$ cat src/rtl/campo_alarma_ctrl_if.sv
// rtl/campo_alarma_ctrl_if.sv - edit/alarm signal bundle between input logic, controller and pixel generator
interface campo_alarma_ctrl_if;
    logic [2:0] switch_w;
    logic       btn_der;
    logic       btn_izq;
    logic       frame_start;
    logic       alarm_match;
    logic       alarm_stop;
    logic [8:0] cam_co;
    logic       bit_alarma;
    logic       edit_activo;

    modport master (
        output switch_w, btn_der, btn_izq, frame_start, alarm_match, alarm_stop,
        input  cam_co, bit_alarma, edit_activo
    );

    modport slave (
        input  switch_w, btn_der, btn_izq, frame_start, alarm_match, alarm_stop,
        output cam_co, bit_alarma, edit_activo
    );
endinterface

$ cat src/rtl/campo_alarma_ctrl.sv
// rtl/campo_alarma_ctrl.sv - edit cursor highlight and alarm sequencer; optional CURSOR_BLINK_EN
module campo_alarma_ctrl #(
    parameter int BLINK_FRAMES         = 30,
    parameter int ALARM_TIMEOUT_FRAMES = 3600
) (
    input  logic                reloj,
    input  logic                resetM,
    campo_alarma_ctrl_if.slave  bus
);

    if (BLINK_FRAMES < 1 || BLINK_FRAMES > 255) begin : g_bad_blink
        $error("BLINK_FRAMES out of range");
    end
    if (ALARM_TIMEOUT_FRAMES < 1 || ALARM_TIMEOUT_FRAMES > 65535) begin : g_bad_timeout
        $error("ALARM_TIMEOUT_FRAMES out of range");
    end

    localparam logic [15:0] TIMEOUT_LAST = 16'(ALARM_TIMEOUT_FRAMES - 1);

    typedef enum logic [1:0] {REPOSO, SONANDO, SILENCIO} state_t;

    state_t      state;
    logic [2:0]  sw_q;
    logic [1:0]  idx;
    logic [8:0]  pend;
    logic [15:0] tcnt;
    logic        grp_ok;
    logic [3:0]  base;
    logic        sw_chg;
    logic        stop_now;

    always_comb begin
        grp_ok = 1'b1;
        base   = 4'd0;
        case (bus.switch_w)
            3'b100:  base = 4'd8;
            3'b010:  base = 4'd5;
            3'b001:  base = 4'd2;
            default: grp_ok = 1'b0;
        endcase
    end

    assign sw_chg   = (bus.switch_w != sw_q);
    assign stop_now = bus.alarm_stop || bus.edit_activo ||
                      (bus.frame_start && (tcnt == TIMEOUT_LAST));

    // Cursor and pending highlight track inputs every cycle; cam_co only samples on frame pulses.
    always_ff @(posedge reloj) begin
        if (resetM) begin
            sw_q            <= 3'b000;
            idx             <= 2'd0;
            pend            <= 9'd0;
            bus.edit_activo <= 1'b0;
        end else begin
            sw_q            <= bus.switch_w;
            bus.edit_activo <= grp_ok;
            pend            <= grp_ok ? (9'd1 << (base - {2'b00, idx})) : 9'd0;
            if (sw_chg)
                idx <= 2'd0;
            else if (grp_ok && bus.btn_der && !bus.btn_izq)
                idx <= (idx == 2'd2) ? 2'd0 : idx + 2'd1;
            else if (grp_ok && bus.btn_izq && !bus.btn_der)
                idx <= (idx == 2'd0) ? 2'd2 : idx - 2'd1;
        end
    end

`ifdef CURSOR_BLINK_EN
    localparam logic [7:0] BLINK_LAST = 8'(BLINK_FRAMES - 1);

    logic [7:0] bcnt;
    logic       blink_off;

    always_ff @(posedge reloj) begin
        if (resetM || !bus.edit_activo || sw_chg) begin
            bcnt      <= 8'd0;
            blink_off <= 1'b0;
        end else if (bus.frame_start) begin
            if (bcnt == BLINK_LAST) begin
                bcnt      <= 8'd0;
                blink_off <= ~blink_off;
            end else begin
                bcnt <= bcnt + 8'd1;
            end
        end
    end

    always_ff @(posedge reloj) begin
        if (resetM)
            bus.cam_co <= 9'd0;
        else if (bus.frame_start)
            bus.cam_co <= blink_off ? 9'd0 : pend;
    end
`else
    always_ff @(posedge reloj) begin
        if (resetM)
            bus.cam_co <= 9'd0;
        else if (bus.frame_start)
            bus.cam_co <= pend;
    end
`endif

    // bit_alarma rises the cycle after entering SONANDO but drops on the same edge that leaves it.
    always_ff @(posedge reloj) begin
        if (resetM) begin
            state          <= REPOSO;
            tcnt           <= 16'd0;
            bus.bit_alarma <= 1'b0;
        end else begin
            case (state)
                REPOSO: begin
                    bus.bit_alarma <= 1'b0;
                    if (bus.alarm_match && !bus.edit_activo) begin
                        state <= SONANDO;
                        tcnt  <= 16'd0;
                    end
                end
                SONANDO: begin
                    if (stop_now) begin
                        state          <= SILENCIO;
                        bus.bit_alarma <= 1'b0;
                    end else begin
                        bus.bit_alarma <= 1'b1;
                        if (bus.frame_start)
                            tcnt <= tcnt + 16'd1;
                    end
                end
                SILENCIO: begin
                    bus.bit_alarma <= 1'b0;
                    if (!bus.alarm_match)
                        state <= REPOSO;
                end
                default: begin
                    state          <= REPOSO;
                    bus.bit_alarma <= 1'b0;
                end
            endcase
        end
    end

endmodule

$ cat src/flat_wrapper.sv
// flat-port wrapper written by rule: the top's interface ports become plain ports
module campo_alarma_ctrl_flat 
#(
    parameter int BLINK_FRAMES         = 30,
    parameter int ALARM_TIMEOUT_FRAMES = 3600
)
  (reloj, resetM, bus_switch_w, bus_btn_der, bus_btn_izq, bus_frame_start, bus_alarm_match, bus_alarm_stop, bus_cam_co, bus_bit_alarma, bus_edit_activo);
  campo_alarma_ctrl_if bus_i ();
  input  logic reloj;
  input  logic resetM;
  input wire logic [$bits(bus_i.switch_w)-1:0] bus_switch_w;
  input wire logic [$bits(bus_i.btn_der)-1:0] bus_btn_der;
  input wire logic [$bits(bus_i.btn_izq)-1:0] bus_btn_izq;
  input wire logic [$bits(bus_i.frame_start)-1:0] bus_frame_start;
  input wire logic [$bits(bus_i.alarm_match)-1:0] bus_alarm_match;
  input wire logic [$bits(bus_i.alarm_stop)-1:0] bus_alarm_stop;
  output wire logic [$bits(bus_i.cam_co)-1:0] bus_cam_co;
  output wire logic [$bits(bus_i.bit_alarma)-1:0] bus_bit_alarma;
  output wire logic [$bits(bus_i.edit_activo)-1:0] bus_edit_activo;
  assign bus_i.switch_w = bus_switch_w;
  assign bus_i.btn_der = bus_btn_der;
  assign bus_i.btn_izq = bus_btn_izq;
  assign bus_i.frame_start = bus_frame_start;
  assign bus_i.alarm_match = bus_alarm_match;
  assign bus_i.alarm_stop = bus_alarm_stop;
  assign bus_cam_co = bus_i.cam_co;
  assign bus_bit_alarma = bus_i.bit_alarma;
  assign bus_edit_activo = bus_i.edit_activo;
  campo_alarma_ctrl #(.BLINK_FRAMES(BLINK_FRAMES), .ALARM_TIMEOUT_FRAMES(ALARM_TIMEOUT_FRAMES)) u_core (.reloj(reloj), .resetM(resetM), .bus(bus_i));
endmodule
$ cat config.mk
export PLATFORM = sky130hd
export DESIGN_NAME = campo_alarma_ctrl_flat
export DESIGN_NICKNAME = d
export VERILOG_FILES = /design/src/rtl/campo_alarma_ctrl_if.sv /design/src/rtl/campo_alarma_ctrl.sv /design/src/flat_wrapper.sv
export SDC_FILE = /design/constraint.sdc
export NUM_CORES = 1
export LEC_CHECK = 0
export ABC_AREA = 1
export CORE_UTILIZATION = 35
export CTS_CLUSTER_SIZE = 14
export DETAILED_ROUTE_END_ITERATION = 10
export HOLD_SLACK_MARGIN = 0.06
export PLACE_DENSITY = 0.64
export SYNTH_ARGS = -nofsm -noshare
export SYNTH_HDL_FRONTEND = slang
export SYNTH_SLANG_ARGS = --single-unit
export TNS_END_PERCENT = 50
$ cat constraint.sdc
create_clock -name reloj -period 2.5 [get_ports reloj]
set_clock_uncertainty 0.15 [all_clocks]
set_input_delay 0.375 -clock reloj [delete_from_list [all_inputs] [get_ports reloj]]
set_output_delay 0.375 -clock reloj [all_outputs]
set_load 0.005 [all_outputs]
==> flow_metrics.py <==
metrics = {
    "outcome": {
        "outcome": "finished, final reports clean",
    },
    "logic_synthesis": {
        "async_reset_ff_share_pct": 0,
        "synth.avg_cell_area_um2": 6.955,
        "muxShareOfSynthArea_pct": 0,
        "synth_ff_type": "dfxtp_1",
        "synth-compound-area-share_pct": 7.174,
        "yosys.area_share.simple_pct": 39.24,
        "synth_top_family_by_area": "simple AND/OR/NAND/NOR gates",
        "synth_cell_type_count": 33,
        "ys_seq_area_share_pct": 37.97,
        "ys_ff_latch": 43,
        "syn_nets": 343,
        "synth_edf_count": 0,
        "yosysTopAreaCell": "dfxtp_1",
        "synth_xor_xnor_area_share_pct": 2.318,
        "synth_cells": 326,
        "synth.top_cell.area_share_pct": 37.97,
        "synthesis.area_mm2": 0.002267,
        "yosys.area_share.adder_pct": 4.194,
        "synth_warnings": 0,
        "ys_top_cells_by_area": "dfxtp_1 38%, nand2_1 13%, nor2_1 10%",
    },
    "worst_setup_path": {
        "required_ns": 2.57,
        "path_class": "input pin to flip-flop",
        "reg2reg_slack_ns": 0.68,
        "worstPathArrival_ns": 2.25,
        "setup.worst_path.start_class": "input pin",
        "cp_max_fo": 3,
        "crit_path_end_kind": "flip-flop",
    },
    "timing": {
        "finalCritPeriodShare_pct": 86.85,
        "setup_tns_ns": 0,
        "period_minus_slack_ns": 2.171,
        "hold_viol": 0,
        "rsz0062_at_grt": "no",
        "fmax_mhz": 460.5,
        "worst_pin_slew_ns": 0.3555,
        "setup_viol_count_final": 0,
        "final_max_slew_viol_count": 0,
        "relSlewSlack_pct": 76.12,
        "hold_slack_ns": 0.3228,
    },
    "clock_tree": {
        "htreeDepth": 2,
        "post-cts-setup-buffer-count": 0,
        "cts_tree": "yes",
        "insertion_delay_ns": 0.30,
        "clkSinkCount": 43,
        "cts-resized-gates": 0,
        "clockBufferDepth": 2,
        "cts_root_buf": "clkbuf_8",
        "cts_made_buffers": 5,
        "cts_hold_buf": 0,
        "path_clk_slew_ns": 0.09,
    },
    "cells_and_area": {
        "nFillCells": 655,
        "diodes": 0,
        "register_area_um2": 860.8,
        "drive_gt1_share_pct": 7.163,
        "areaGrowthSynthToFinish_pct": 16.23,
        "layout.nets": 365,
        "multi_input_area_mm2": 0.001200,
    },
    "routing": {
        "post_drt_wl_per_cell_um": 11.09,
        "wl_um": 4702,
        "drt-vias-per-instance": 4.712,
        "ant_nets": 0,
        "vias": 1998,
        "drc": 0,
        "detail_route.first_pass.iterations": 4,
        "drtIter0Drc": 48,
    },
    "pwr": {
        "power_density_mw_per_mm2": 558.1,
        "p_leak_nw": 1.032,
        "vdd_drop_max_mv": 0.3686,
    },
    "floorplan": {
        "pin_count": 21,
        "rows": 28,
        "fp.dieH_um": 82.49,
        "coreArea_mm2": 0.006096,
        "die_area_mm2": 0.006804,
        "die_width_um": 82.49,
        "start_util_pct": 37.19,
    },
    "grt": {
        "grt_max_degree": 21,
        "track_usage_pct": 15.96,
        "antenna_found_initial": 0,
        "overflow": 0,
        "grt_first_pass_wirelength_um": 8204,
        "grt_pass1_vias": 1913,
    },
    "placement": {
        "place_hpwl_um": 3486,
        "place_congestion": 0.8803,
        "portBuffers": 20,
    },
    "worst_hold_path": {
        "hold_path_class": "flip-flop to flip-flop",
    },
    "run": {
        "maxCapViolCount": 0,
    },
}
-- registers in the layout, summed over array words and instances, names as in the netlist --
name                    cells
u_core.bus.bit_alarma       1
u_core.tcnt                16
u_core.bus.edit_activo      1
u_core.pend                 9
u_core.state                2
u_core.idx                  2
u_core.bus.cam_co           9
u_core.sw_q                 3
-- layout make-up --
cell class | instances | share of cell area [%]
clock inverters | 3 | 1.804
repair buffers | 25 | 9.022
clock buffers | 5 | 2.612
flip-flops and latches | 43 | 32.67
inverters | 33 | 4.796
well taps | 75 | 3.561
multi-input cells | 240 | 45.54
-- Yosys cell counts, types with 3 or more instances --
cell,number
nand2_1,77
a21oi_1,15
nor3_1,11
ha_1,6
xor2_1,4
buf_6,5
inv_1,31
nand3_1,29
nor2_1,61
o21ai_0,13
clkbuf_1,3
dfxtp_1,43
-- per-layer routing --
| metal | global-route usage [%] | vias to the layer above | wire (µm) |
|---|---|---|---|
| met5 | 0 | - | 0 |
| met4 | 5.263 | 0 | 63 |
| met3 | 3.297 | 8 | 125 |
| met2 | 29.26 | 25 | 2302 |
| met1 | 18.26 | 884 | 2210 |
| li1 | - | 1081 | - |
-- worst max-delay path, stage by stage --
cell             delay (ns)
clkdlybuf4s50_1        0.51
inv_1                  0.08
nand3_1                0.10
inv_1                  0.08
ha_1                   0.28
a21oi_1                0.14
nand2_1                0.07
xor2_1                 0.17
nor2_1                 0.16
nand2_1                0.12
nor3_1                 0.16
-- cells by family (layout without fill, tap and decap cells) --
| family | Yosys count | count (layout) |
|---|---|---|
| xor gates and xnor gates | 6 | 6 |
| adders and majority gates | 7 | 7 |
| AOI/OAI and AO/OA | 31 | 31 |
| and+or+nand+nor | 196 | 196 |
| DFF | 43 | 43 |
| buffers and inverters | 43 | 66 |
-- report_power, final --
part	internal, mW	leakage (nW)	switching, mW	total [mW]
logic	0.0728	0.623	0.107	0.180
registers	0.707	0.350	0.0154	0.723
clock network	0.303	0.0587	0.265	0.568
-- through the flow --
step | utilization, % | power (mW) | cell area, µm² | std cells | setup slack, ns
3_5_place_dp | 41.32 | 0.9192 | 2519 | 416 | 0.02724
2_1_floorplan | - | 0.8633 | 2267 | 326 | 0.6019
5_1_grt | 43.23 | 1.545 | 2635 | 424 | 0.08077
4_1_cts | 43.23 | 1.490 | 2635 | 424 | 0.3157
6_report | 43.23 | 1.471 | 2635 | 424 | 0.3286
3_3_place_gp | 41.32 | 0.9173 | 2519 | 416 | 0.08354
-- placed cells by master, fill, tap and decap left out, drive strengths merged, types with 4 or more instances in the layout --
cell type,n
nand2,78
clkdlybuf4s50,20
clkbuf,5
o21ai,13
inv,33
dfxtp,43
buf,5
nor3,12
nand3,32
nor2,66
xor2,4
ha,6
a21oi,15
-- path summary, 6_finish.rpt --
kind,start,to,cells after the start
setup reg to reg,u_core.tcnt[0],u_core.tcnt[2],9
hold reg to reg,u_core.pend[1],u_core.bus.cam_co[1],2
setup / recovery,bus_switch_w[2],u_core.pend[2],11
hold / removal,u_core.pend[1],u_core.bus.cam_co[1],2
No activity file was read; power rests on OpenSTA's default activity.
